`src/rtl/sd_fifo_tx_filler.sv`:
```
// sd_fifo_tx_filler
// Wishbone read master feeding the SD transmit path. Fetches 32-bit words
// from system memory (base byte address adr, advancing by ADR_INC per word)
// using classic single transfers, one outstanding at a time, and stores
// them in a small FIFO that the SD data serialiser drains through a
// first-word-fall-through pop interface.
//
// Ports:
//   clk         system clock, rising edge
//   rst         asynchronous active-low reset
//   en          transfer enable; low aborts, flushes FIFO, clears offset
//   adr         buffer base byte address
//   m_wb_*      Wishbone master (classic read cycles only)
//   rd          pop request from the SD transmitter
//   dat_o       FIFO head word (meaningful only when empty=0)
//   full/empty  registered FIFO status flags
module sd_fifo_tx_filler #(
    parameter int unsigned FIFO_DEPTH = 8,
    parameter int unsigned ADR_INC    = 4
) (
    input  logic        clk,
    input  logic        rst,
    input  logic        en,
    input  logic [31:0] adr,
    output logic [31:0] m_wb_adr_o,
    output logic        m_wb_we_o,
    input  logic [31:0] m_wb_dat_i,
    output logic        m_wb_cyc_o,
    output logic        m_wb_stb_o,
    input  logic        m_wb_ack_i,
    output logic [2:0]  m_wb_cti_o,
    output logic [1:0]  m_wb_bte_o,
    input  logic        rd,
    output logic [31:0] dat_o,
    output logic        full,
    output logic        empty
);

    localparam int unsigned PW = (FIFO_DEPTH > 1) ? $clog2(FIFO_DEPTH) : 1;
    localparam int unsigned CW = PW + 1;
    localparam logic [CW-1:0] DEPTH_C = CW'(FIFO_DEPTH);
    localparam logic [31:0]   INC_C   = 32'(ADR_INC);

    typedef enum logic {
        IDLE,
        REQ
    } state_t;

    state_t        state, state_nxt;
    logic          cyc, cyc_nxt;
    logic [31:0]   offset, offset_nxt;
    logic          push, pop;
    logic [CW-1:0] count, count_nxt;
    logic [PW-1:0] wptr, rptr;
    logic [31:0]   mem [FIFO_DEPTH];

    // Bus outputs
    assign m_wb_adr_o = adr + offset;
    assign m_wb_we_o  = 1'b0;
    assign m_wb_cti_o = 3'b000;
    assign m_wb_bte_o = 2'b00;
    assign m_wb_cyc_o = cyc;
    assign m_wb_stb_o = cyc;

    assign dat_o = mem[rptr];

    // Pops are suppressed while disabled; the flush takes priority anyway.
    assign pop = en && rd && !empty;

    // Next-state / request control
    always_comb begin
        state_nxt  = state;
        cyc_nxt    = cyc;
        offset_nxt = offset;
        push       = 1'b0;
        if (!en) begin
            // Abort: any ack arriving on this edge is dropped.
            state_nxt  = IDLE;
            cyc_nxt    = 1'b0;
            offset_nxt = '0;
        end else begin
            case (state)
                IDLE: begin
                    // Space is checked at issue time; with only one transfer
                    // in flight the eventual ack always has a free entry.
                    if (count < DEPTH_C) begin
                        state_nxt = REQ;
                        cyc_nxt   = 1'b1;
                    end
                end
                REQ: begin
                    if (m_wb_ack_i) begin
                        push       = 1'b1;
                        offset_nxt = offset + INC_C;
                        state_nxt  = IDLE;
                        cyc_nxt    = 1'b0;
                    end
                end
                default: begin
                    state_nxt = IDLE;
                    cyc_nxt   = 1'b0;
                end
            endcase
        end
    end

    // FIFO occupancy
    always_comb begin
        count_nxt = count;
        if (!en) begin
            count_nxt = '0;
        end else begin
            case ({push, pop})
                2'b10:   count_nxt = count + CW'(1);
                2'b01:   count_nxt = count - CW'(1);
                default: count_nxt = count;
            endcase
        end
    end

    always_ff @(posedge clk or negedge rst) begin
        if (!rst) begin
            state  <= IDLE;
            cyc    <= 1'b0;
            offset <= '0;
        end else begin
            state  <= state_nxt;
            cyc    <= cyc_nxt;
            offset <= offset_nxt;
        end
    end

    // Flags are registered from the next count so they line up with it.
    always_ff @(posedge clk or negedge rst) begin
        if (!rst) begin
            count <= '0;
            full  <= 1'b0;
            empty <= 1'b1;
            wptr  <= '0;
            rptr  <= '0;
        end else begin
            count <= count_nxt;
            full  <= (count_nxt == DEPTH_C);
            empty <= (count_nxt == '0);
            if (!en) begin
                wptr <= '0;
                rptr <= '0;
            end else begin
                if (push) wptr <= wptr + PW'(1);
                if (pop)  rptr <= rptr + PW'(1);
            end
        end
    end

    // Storage needs no reset; contents are only observed when non-empty.
    always_ff @(posedge clk) begin
        if (push) mem[wptr] <= m_wb_dat_i;
    end

endmodule

```
`config.mk`:
```
export PLATFORM = sky130hd
export DESIGN_NAME = sd_fifo_tx_filler
export DESIGN_NICKNAME = d
export VERILOG_FILES = /design/src/rtl/sd_fifo_tx_filler.sv
export SDC_FILE = /design/constraint.sdc
export NUM_CORES = 1
export LEC_CHECK = 0
export CAP_MARGIN = 20
export CORE_MARGIN = 1
export CORE_UTILIZATION = 30
export DETAILED_ROUTE_END_ITERATION = 8
export PLACE_DENSITY_LB_ADDON = 0.08
export SYNTH_ARGS = -nofsm -noshare
export SYNTH_HDL_FRONTEND = slang
export SYNTH_SLANG_ARGS = --single-unit
```
`constraint.sdc`:
```
create_clock -name clk -period 11.9 [get_ports clk]
set_clock_uncertainty 0.15 [all_clocks]
set_input_delay 2.38 -clock clk [delete_from_list [all_inputs] [get_ports clk]]
set_output_delay 2.38 -clock clk [all_outputs]
set_load 0.01 [all_outputs]
```
==> summary.md, run 1 <==
| Metric | Value |
|---|---|
| Nets | `1059` |
| Largest net degree at the start of global routing | `55` |
| CTS Buf Count | `34` |
| TritonCTS clock tree | `built` |
| Initial Util | `30.4%` |
| Total Die Area | `45700 um^2` |
| Register area share after synthesis | `65.3%` |
| Min-delay worst type | `register to register` |
| Hold Vio Cnt, Final | `0` |
| Inserted Diodes | `0` |
| Post-synthesis average cell area | `16.6 um^2` |
| Gates resized, CTS repair | `0` |
| Cell Int Power | `1.84 mW` |
| Port bufs | `132` |
| Area growth, synth to finish | `23.0%` |
| Async SR Flop Fraction | `14.7%` |
| Hold buffers post-CTS | `0` |
| Routed vias/inst | `4.67` |
| Synth cell types | `61` |
| Row count | `77` |
| Post-CTS setup buffer count | `0` |
| Slew headroom | `34.0%` |
| Status | `finished clean` |
| Combinational Power Share | `7.0%` |
| Post-Synthesis Cells | `812` |
| Worst Setup Slack, final | `3910 ps` |
| Dpl ws | `3920 ps` |
| Clock share of power | `43.2%` |
| Gpl congestion | `0.769` |
| Initial antenna violation count | `1` |
| Power Density | `141 nW/um^2` |
| Wire per inst | `19.7 um` |
| Crit Path Class | `input pin to primary output` |
| Setup TNS | `0 ps` |
| Root Driver | `clkbuf_16` |
| Vias in the first global route | `7621` |
| RSZ-0062 raised after global routing | `no` |
| Max Fclk | `125 MHz` |
| P_leak | `5.69 nW` |
| Starting DRC count in detailed routing | `325` |
| Slowest CP cell | `clkdlybuf4s50_1` |
| Dominant synthesized flop cell | `edfxtp_1` |
| Final WL | `31000 um` |
| Total number of H-tree levels | `2` |
| Die W | `214 um` |
| Grt ovf | `0` |
| Gr usage total | `13.8%` |
| Deepest clock path buffer count | `3` |
| Worst setup EP type | `primary output` |
| Fin crit share | `67.1%` |
| Final worst path period need | `7990 ps` |
| Post-layout instance area | `16500 um^2` |
| Switching fraction of total power | `20.9%` |
| Layout cells sized above 1 | `19.3%` |
| DRC errors left | `0` |
| DR pass1 iterations | `4` |
| CP Launch Type | `input pin` |
| Core area | `44200 um^2` |
| Critical Path AT | `5460 ps` |
| Max-Cap Viols | `0` |
| Max IR drop VDD | `0.0764 mV` |
| Critical path, cell by cell | `clkdlybuf4s50_1 > ha_1 > a21oi_2 > o22ai_2 > a31oi_1 > o21ai_1 > a21boi_1 > o21ai_0 > xor2_1 > clkdlybuf4s50_1` |
| First-pass GRT wire length | `47100 um` |
| Final setup violation count | `0` |
| I/O pin cnt | `143` |
| Synthesized area | `13500 um^2` |
| Worst-path clk slew | `60 ps` |
| Via count | `7345` |
| Sequential power share | `49.8%` |
| Final antenna-violating net count | `0` |
| Post-synth EDFFs | `256` |
| CTS sink count | `300` |
| Clock Latency Late Sink | `500 ps` |
| Biggest cell delay along the critical path | `550 ps` |
| Critical Path RT | `9370 ps` |
| Crit Path Max Fanout | `5` |
| Dpl cell area | `15500 um^2` |
| Worst Tran Pin Value | `985 ps` |
| #FFs+latches synth | `300` |
| Height of the die | `214 um` |
| Ys Warns | `0` |
| Fin util | `37.4%` |
| Most used cell, CP | `clkdlybuf4s50_1` |
| Fin. max-slew vios | `0` |
| Net switching power | `488 uW` |
| HPWL Detailed | `19100 um` |
==> layout make-up <==
class	instances	area (um^2)
Fill cell	4154	27700
Sequential cell	300	8800
Multi-Input combinational cell	464	4480
Timing Repair Buffer	146	1430
Clock buffer	47	951
Tap cell	592	741
Clock inverter	13	115
Inverter	10	37.5
==> layout by cell type, fill, tap and decap left out, types with 15 or more instances in the layout <==
cell type / netlist / final
dfrtp_1: 43 / 40
ha_1: 34 / 34
nor2_1: 28 / 22
mux2_2: 32 / 32
and2_1: 33 / 33
mux4_2: 64 / 64
clkdlybuf4s50_1: 0 / 131
a21oi_1: 29 / 29
nand3_1: 15 / 15
xnor2_1: 42 / 42
clkbuf_16: 0 / 35
nand2_1: 40 / 40
edfxtp_1: 256 / 256
xor2_1: 20 / 20
==> Yosys cell counts, types with 4 or more instances <==
| library cell | instances | area (um^2) |
|---|---|---|
| a211o_1 | 4 | 35.0 |
| a21boi_0 | 4 | 30.0 |
| a21o_1 | 9 | 67.6 |
| a21oi_1 | 29 | 145 |
| a31oi_1 | 6 | 37.5 |
| and2_1 | 33 | 206 |
| buf_2 | 10 | 50.1 |
| buf_4 | 10 | 75.1 |
| clkbuf_1 | 22 | 82.6 |
| dfrtp_1 | 43 | 1080 |
| edfxtp_1 | 256 | 7690 |
| ha_1 | 34 | 425 |
| inv_1 | 10 | 37.5 |
| mux2_2 | 32 | 360 |
| mux4_2 | 64 | 1440 |
| nand2_1 | 40 | 150 |
| nand2b_1 | 5 | 31.3 |
| nand3_1 | 15 | 75.1 |
| nand4_1 | 13 | 81.3 |
| nor2_1 | 28 | 105 |
| nor2b_1 | 10 | 62.6 |
| nor3_1 | 8 | 40.0 |
| o21ai_0 | 10 | 50.1 |
| o21ai_1 | 4 | 20.0 |
| o21bai_1 | 6 | 45.0 |
| xnor2_1 | 42 | 368 |
| xor2_1 | 20 | 175 |
==> routing by layer <==
layer / global-route usage (%) / share of wire, % / vias up
li1: - / - / 3459
met5: 0 / 0.026 / -
met3: 2.53 / 3.5 / 37
met4: 3.03 / 1.4 / 2
met1: 19.3 / 47 / 3740
met2: 22.4 / 48 / 107
==> cells by family (layout without fill, tap and decap cells) <==
| family | after synthesis | after routing | share of synthesized area (%) |
|---|---|---|---|
| AO/OA/AOI/OAI | 94 | 94 | 5.01 |
| multiplexers | 99 | 99 | 13.6 |
| buffers and inverters | 53 | 216 | 1.91 |
| flip-flops | 300 | 300 | 65.3 |
| AND/OR/NAND/NOR | 169 | 169 | 6.88 |
| adder cells (fa/ha/maj) | 34 | 34 | 3.16 |
| other | 1 | 6 | 0.0279 |
| XOR/XNOR | 62 | 62 | 4.04 |
==> state kept, by name (all words and copies together) (netlist names) <==
signal,flops
count,4
wptr,3
rptr,3
m_wb_cyc_o,1
offset,30
mem,256
full,1
empty,1
state,1
==> worst max-delay path, delay by kind of cell <==
kind	cells	cell delay, ps
AO/OA/AOI/OAI	6	1660
buffers and inverters	2	950
adder cells (fa/ha/maj)	1	310
XOR/XNOR	1	140
==> through the flow <==
stage,power (mW),hold slack (ps),instances
finish,2.33,337,1572
floorplan,1.26,310,817
CTS,2.37,350,1572
detailed placement,1.35,346,1512
global route,2.42,378,1572
global placement,1.35,338,1511
==> power groups by stage <==
stage                     Clock (mW)  Combinational [mW]  Sequential [mW]
after global placement             0               0.166             1.18
final                           1.01               0.162             1.16
after floorplan                    0              0.0894             1.18
after detailed placement           0               0.165             1.18
after CTS                       1.04               0.166             1.16
after global routing            1.08               0.177             1.16
==> worst paths after layout <==
path                       depth (start not counted)  startpoint             end  slack [ps]
max reg2reg                                        4       state      mem[1][27]        8820
max                                               10      adr[3]  m_wb_adr_o[26]        3910
min reg2reg                                        1    count[3]           state         340
min in group asynchronous                          2         rst            full        1820
min                                                1    count[3]           state         340
max in group asynchronous                          2         rst         rptr[0]        9300
Note: power is estimated with default switching activity, not from simulation.
==> run 2: changes to the inputs <==
==> constraint.sdc (replaced) <==
create_clock -name clk -period 7.3 [get_ports clk]
set_clock_uncertainty 0.15 [all_clocks]
set_input_delay 1.46 -clock clk [delete_from_list [all_inputs] [get_ports clk]]
set_output_delay 1.46 -clock clk [all_outputs]
set_load 0.01 [all_outputs]
==> summary.md, run 2 (same netlist as run 1, synthesis figures left out) <==
| Metric | Value |
|---|---|
| Hold buffers post-CTS | `0` |
| Crit Reg-Reg Startpoint | `state` |
| CP Launch Type | `input pin` |
| Slew headroom | `35.1%` |
| CTS sink count | `300` |
| Crit path max-delay family | `compound AO/OA/AOI/OAI gates` |
| Worst R2R Setup Slack | `4200 ps` |
| First-pass GRT wire length | `46400 um` |
| Final antenna-violating net count | `0` |
| I/O pin cnt | `143` |
| Post-CTS setup buffer count | `0` |
| Power Density | `228 nW/um^2` |
| Fin crit share | `83.1%` |
| Root Driver | `clkbuf_16` |
| Nets | `1061` |
| Gates resized, CTS repair | `0` |
| Placed cell count | `1512` |
| Clock Latency Late Sink | `520 ps` |
| Port bufs | `132` |
| WHS Path Cells | `1` |
| Most used cell, CP | `clkdlybuf4s50_1` |
| Crit Path Class | `input pin to primary output` |
| Max Fclk | `165 MHz` |
| Critical path, cell by cell | `clkdlybuf4s50_1 > ha_1 > a21oi_2 > o22ai_2 > a31oi_1 > o21ai_1 > a21boi_1 > o21ai_0 > xor2_1 > clkdlybuf4s50_1` |
| Grt ovf | `0` |
| Clock share of power | `42.6%` |
| Die W | `214 um` |
| Gr usage total | `13.7%` |
| Status | `finished clean` |
| PnR Total Power | `3.77 mW` |
| Post-layout instance area | `16500 um^2` |
| Min-delay worst type | `register to register` |
| DR pass1 iterations | `4` |
| Height of the die | `214 um` |
| Worst Min Path Start | `count[3]` |
| P_leak | `5.68 nW` |
| Leading cell type in the layout, fill and taps excluded | `edfxtp_1` |
| Slowest CP cell | `clkdlybuf4s50_1` |
| Fin. max-slew vios | `0` |
| Final std cells w/o fill | `1572` |
| Final WL | `30700 um` |
| Initial Util | `30.4%` |
| TritonCTS clock tree | `built` |
| Top reg by flops | `mem` |
| Most frequent cells in the layout | `edfxtp_1 (256), clkdlybuf4s50_1 (131), mux4_2 (64)` |
| Largest net degree at the start of global routing | `55` |
| Biggest cell delay along the critical path | `550 ps` |
| Fin util | `37.4%` |
| HPWL Detailed | `19000 um` |
| Buf+Inv Stages, Crit Path | `2` |
| RSZ-0062 raised after global routing | `no` |
| FF-to-FF path depth | `4` |
| Max-Cap Viols | `0` |
| Dpl cell area | `15500 um^2` |
| Worst Tran Pin Value | `969 ps` |
| Initial antenna violation count | `2` |
| Final worst path period need | `6070 ps` |
| Total Die Area | `45700 um^2` |
| Starting DRC count in detailed routing | `380` |
| Hold Vio Cnt, Final | `0` |
| Fin Hold WS | `352 ps` |
| Net switching power | `800 uW` |
| RR Endpoint | `mem[1][15]` |
| Sequential power share | `50.1%` |
| Max IR drop VDD | `0.120 mV` |
| DRC errors left | `0` |
| Final setup violation count | `0` |
| Total number of H-tree levels | `2` |
| Core area | `44200 um^2` |
| Hold worst-path end | `state` |
| Setup TNS | `0 ps` |
| Wire per inst | `19.5 um` |
| Inserted Diodes | `0` |
| Deepest clock path buffer count | `3` |
| Gpl congestion | `0.771` |
| Row count | `77` |
| Crit Path Max Fanout | `5` |
| CTS Buf Count | `35` |
| Critical Path AT | `4460 ps` |
| Layout cells sized above 1 | `19.1%` |
| Combinational Power Share | `7.2%` |
| Switching fraction of total power | `21.3%` |
| Via count | `7279` |
| Worst setup EP type | `primary output` |
| Vias in the first global route | `7612` |
| Worst-path clk slew | `60 ps` |
| Cell Int Power | `2.97 mW` |
| Largest regs | `mem: 256 flops, offset: 30 flops, count: 4 flops` |
| Routed vias/inst | `4.63` |
| Worst Setup Slack, final | `1230 ps` |
| Area growth, synth to finish | `23.0%` |
| Max reg flops | `256` |
| Dpl ws | `1160 ps` |
| Critical Path RT | `5690 ps` |
[run 2: cell count changes in the layout (fill, tap and decap cells not counted), sizes merged]
cell	change
clkinv	-1
clkbuf	-1
buf	+1
bufinv	-1
clkinvlp	+2
[run 2: final cells by class]
class	instances	area, um^2
Clock buffer	46	938
Tap cell	592	741
Timing Repair Buffer	147	1450
Multi-Input combinational cell	464	4480
Inverter	10	37.5
Clock inverter	13	105
Sequential cell	300	8800
Fill cell	4164	27700
[run 2: routing by layer]
layer,global-route usage [%],routed length (um),vias to the layer above
li1,-,-,3440
met1,18.6,14200,3684
met2,22.2,14700,114
met3,2.96,1280,37
met4,3.47,448,4
met5,0,16,-
[run 2: worst max path at each step]
stage,startpoint,end,depth (start not counted)
6_report,adr[3],m_wb_adr_o[26],10
5_1_grt,adr[3],m_wb_adr_o[26],10
4_1_cts,adr[3],m_wb_adr_o[26],10
3_5_place_dp,adr[3],m_wb_adr_o[26],10
3_3_place_gp,adr[3],m_wb_adr_o[26],10
2_1_floorplan,m_wb_ack_i,mem[0][0],5
[run 2: power groups by stage]
stage | Sequential (mW) | Clock, mW | Combinational, mW
after detailed placement | 1.93 | 0 | 0.266
after global placement | 1.93 | 0 | 0.267
after CTS | 1.90 | 1.66 | 0.267
after global routing | 1.89 | 1.72 | 0.299
after floorplan | 1.92 | 0 | 0.146
final | 1.89 | 1.61 | 0.272
[run 2: worst reg2reg max path, delay by kind of cell (launching register included)]
family,cells,cell delay [ps]
buffers and inverters,1,530
AND/OR/NAND/NOR,3,1660
flip-flops,1,390
==> run 3: changes to the inputs <==
==> constraint.sdc (replaced) <==
create_clock -name clk -period 5 [get_ports clk]
set_clock_uncertainty 0.15 [all_clocks]
set_input_delay 1 -clock clk [delete_from_list [all_inputs] [get_ports clk]]
set_output_delay 1 -clock clk [all_outputs]
set_load 0.01 [all_outputs]
==> summary.md, run 3 (same netlist as run 1, synthesis figures left out) <==
| Metric | Value |
|---|---|
| Final setup violation count | `0` |
| Worst R2R Setup Slack | `2440 ps` |
| Initial antenna violation count | `0` |
| Leading cell type in the layout, fill and taps excluded | `edfxtp_1` |
| Fin crit share | `97.9%` |
| Final antenna-violating net count | `0` |
| Worst Tran Pin Value | `772 ps` |
| Worst setup endpoint | `m_wb_adr_o[30]` |
| Final worst path period need | `4890 ps` |
| Final std cells w/o fill | `1606` |
| Initial Util | `30.4%` |
| Final WL | `31900 um` |
| Fin. max-slew vios | `0` |
| Status | `finished clean` |
| First-pass GRT wire length | `47900 um` |
| I/O pin cnt | `143` |
| Deepest clock path buffer count | `3` |
| Vias in the first global route | `7767` |
| Largest regs | `mem: 256 flops, offset: 30 flops, count: 4 flops` |
| Routed vias/inst | `4.67` |
| Worst Setup Slack, final | `106 ps` |
| Worst setup EP type | `primary output` |
| Die W | `214 um` |
| Min-delay worst type | `register to register` |
| Dpl ws | `-17.8 ps` |
| Critical Path RT | `3850 ps` |
| TritonCTS clock tree | `built` |
| Placed cell count | `1540` |
| Via count | `7504` |
| DRC errors left | `0` |
| Most frequent cells in the layout | `edfxtp_1 (256), clkdlybuf4s50_1 (130), mux4_2 (64)` |
| Height of the die | `214 um` |
| Crit path from | `adr[8]` |
| Max Fclk | `204 MHz` |
| Hold Vio Cnt, Final | `0` |
| CTS Buf Count | `36` |
| CTS sink count | `300` |
| Max-Cap Viols | `0` |
| Wire per inst | `19.9 um` |
| PnR Total Power | `5.68 mW` |
| Area growth, synth to finish | `26.2%` |
| Gr usage total | `14.1%` |
| Root Driver | `clkbuf_16` |
| Row count | `77` |
| Worst-path clk slew | `50 ps` |
| Max reg flops | `256` |
| Clock Latency Late Sink | `510 ps` |
| Total Die Area | `45700 um^2` |
| Largest net degree at the start of global routing | `67` |
| Port bufs | `132` |
| Top reg by flops | `mem` |
| DR pass1 iterations | `6` |
| RSZ-0062 raised after global routing | `no` |
| P_leak | `5.88 nW` |
| Power Density | `335 nW/um^2` |
| Max IR drop VDD | `0.197 mV` |
| Starting DRC count in detailed routing | `351` |
| FF-to-FF path depth | `5` |
| Crit Path Class | `input pin to primary output` |
| Crit Reg-Reg Startpoint | `state` |
| Slew headroom | `48.4%` |
| Post-layout instance area | `17000 um^2` |
| Total number of H-tree levels | `2` |
| Layout cells sized above 1 | `22.5%` |
| Grt ovf | `0` |
| Crit Path Max Fanout | `5` |
| Gpl congestion | `0.782` |
| HPWL Detailed | `20000 um` |
| Dpl cell area | `15800 um^2` |
| Core area | `44200 um^2` |
| RR Endpoint | `mem[2][16]` |
| Inserted Diodes | `0` |
| CP Launch Type | `input pin` |
| Nets | `1090` |
| Critical Path AT | `3740 ps` |
## run 3: routing by layer
layer	GRT usage, %	vias to the layer above	routed length [um]
li1	-	3507	-
met1	19.3	3830	14900
met2	23.1	132	15400
met3	2.49	35	1110
met4	3.77	0	534
met5	0	-	0
## run 3: power by group
group	total, mW	switching (mW)	internal, mW
logic	0.410	0.183	0.227
registers	2.76	0.0218	2.74
clock network	2.51	1.00	1.51
total	5.68	1.20	4.48
## run 3: metrics by stage
step | hold slack [ps] | utilization [%] | TNS (ps)
6_report | 356 | 38.4 | 0
5_1_grt | 401 | 38.4 | 0
4_1_cts | 361 | 38.2 | 0
3_5_place_dp | 354 | 35.6 | -30.1
3_3_place_gp | 334 | 35.6 | 0
2_1_floorplan | 310 | - | 0
## run 3: area by class of cell
type,instances,area (um^2)
Multi-Input combinational cell,464,4550
Clock inverter,22,188
Timing Repair Buffer,175,1720
Clock buffer,43,948
Inverter,10,37.5
Sequential cell,300,8800
Fill cell,4110,27200
Tap cell,592,741
## run 3: critical path: stages
cell	delay, ps
clkdlybuf4s50_1	440
ha_2	390
nand2_1	60
o21ai_0	180
buf_4	150
a31oi_2	50
o21ai_1	340
and2_1	220
a21oi_1	90
o311ai_1	250
clkdlybuf4s50_1	580
## run 3: timing repair
action,in CTS,in global routing
setup buffers,0,1
hold buffers,0,0
endpoints found under the hold margin,0,0
pin swaps,0,2
resized for setup,1,15
endpoints found under the setup margin,3,8
## run 3: how the worst min path moves through the flow
stage / start / to / slack (ps) / cells past startpoint
3_3_place_gp: count[3] / state / 330 / 1
4_1_cts: count[3] / state / 360 / 1
2_1_floorplan: count[3] / state / 310 / 1
3_5_place_dp: count[3] / state / 350 / 1
5_1_grt: count[3] / state / 400 / 1
6_report: count[3] / state / 360 / 1
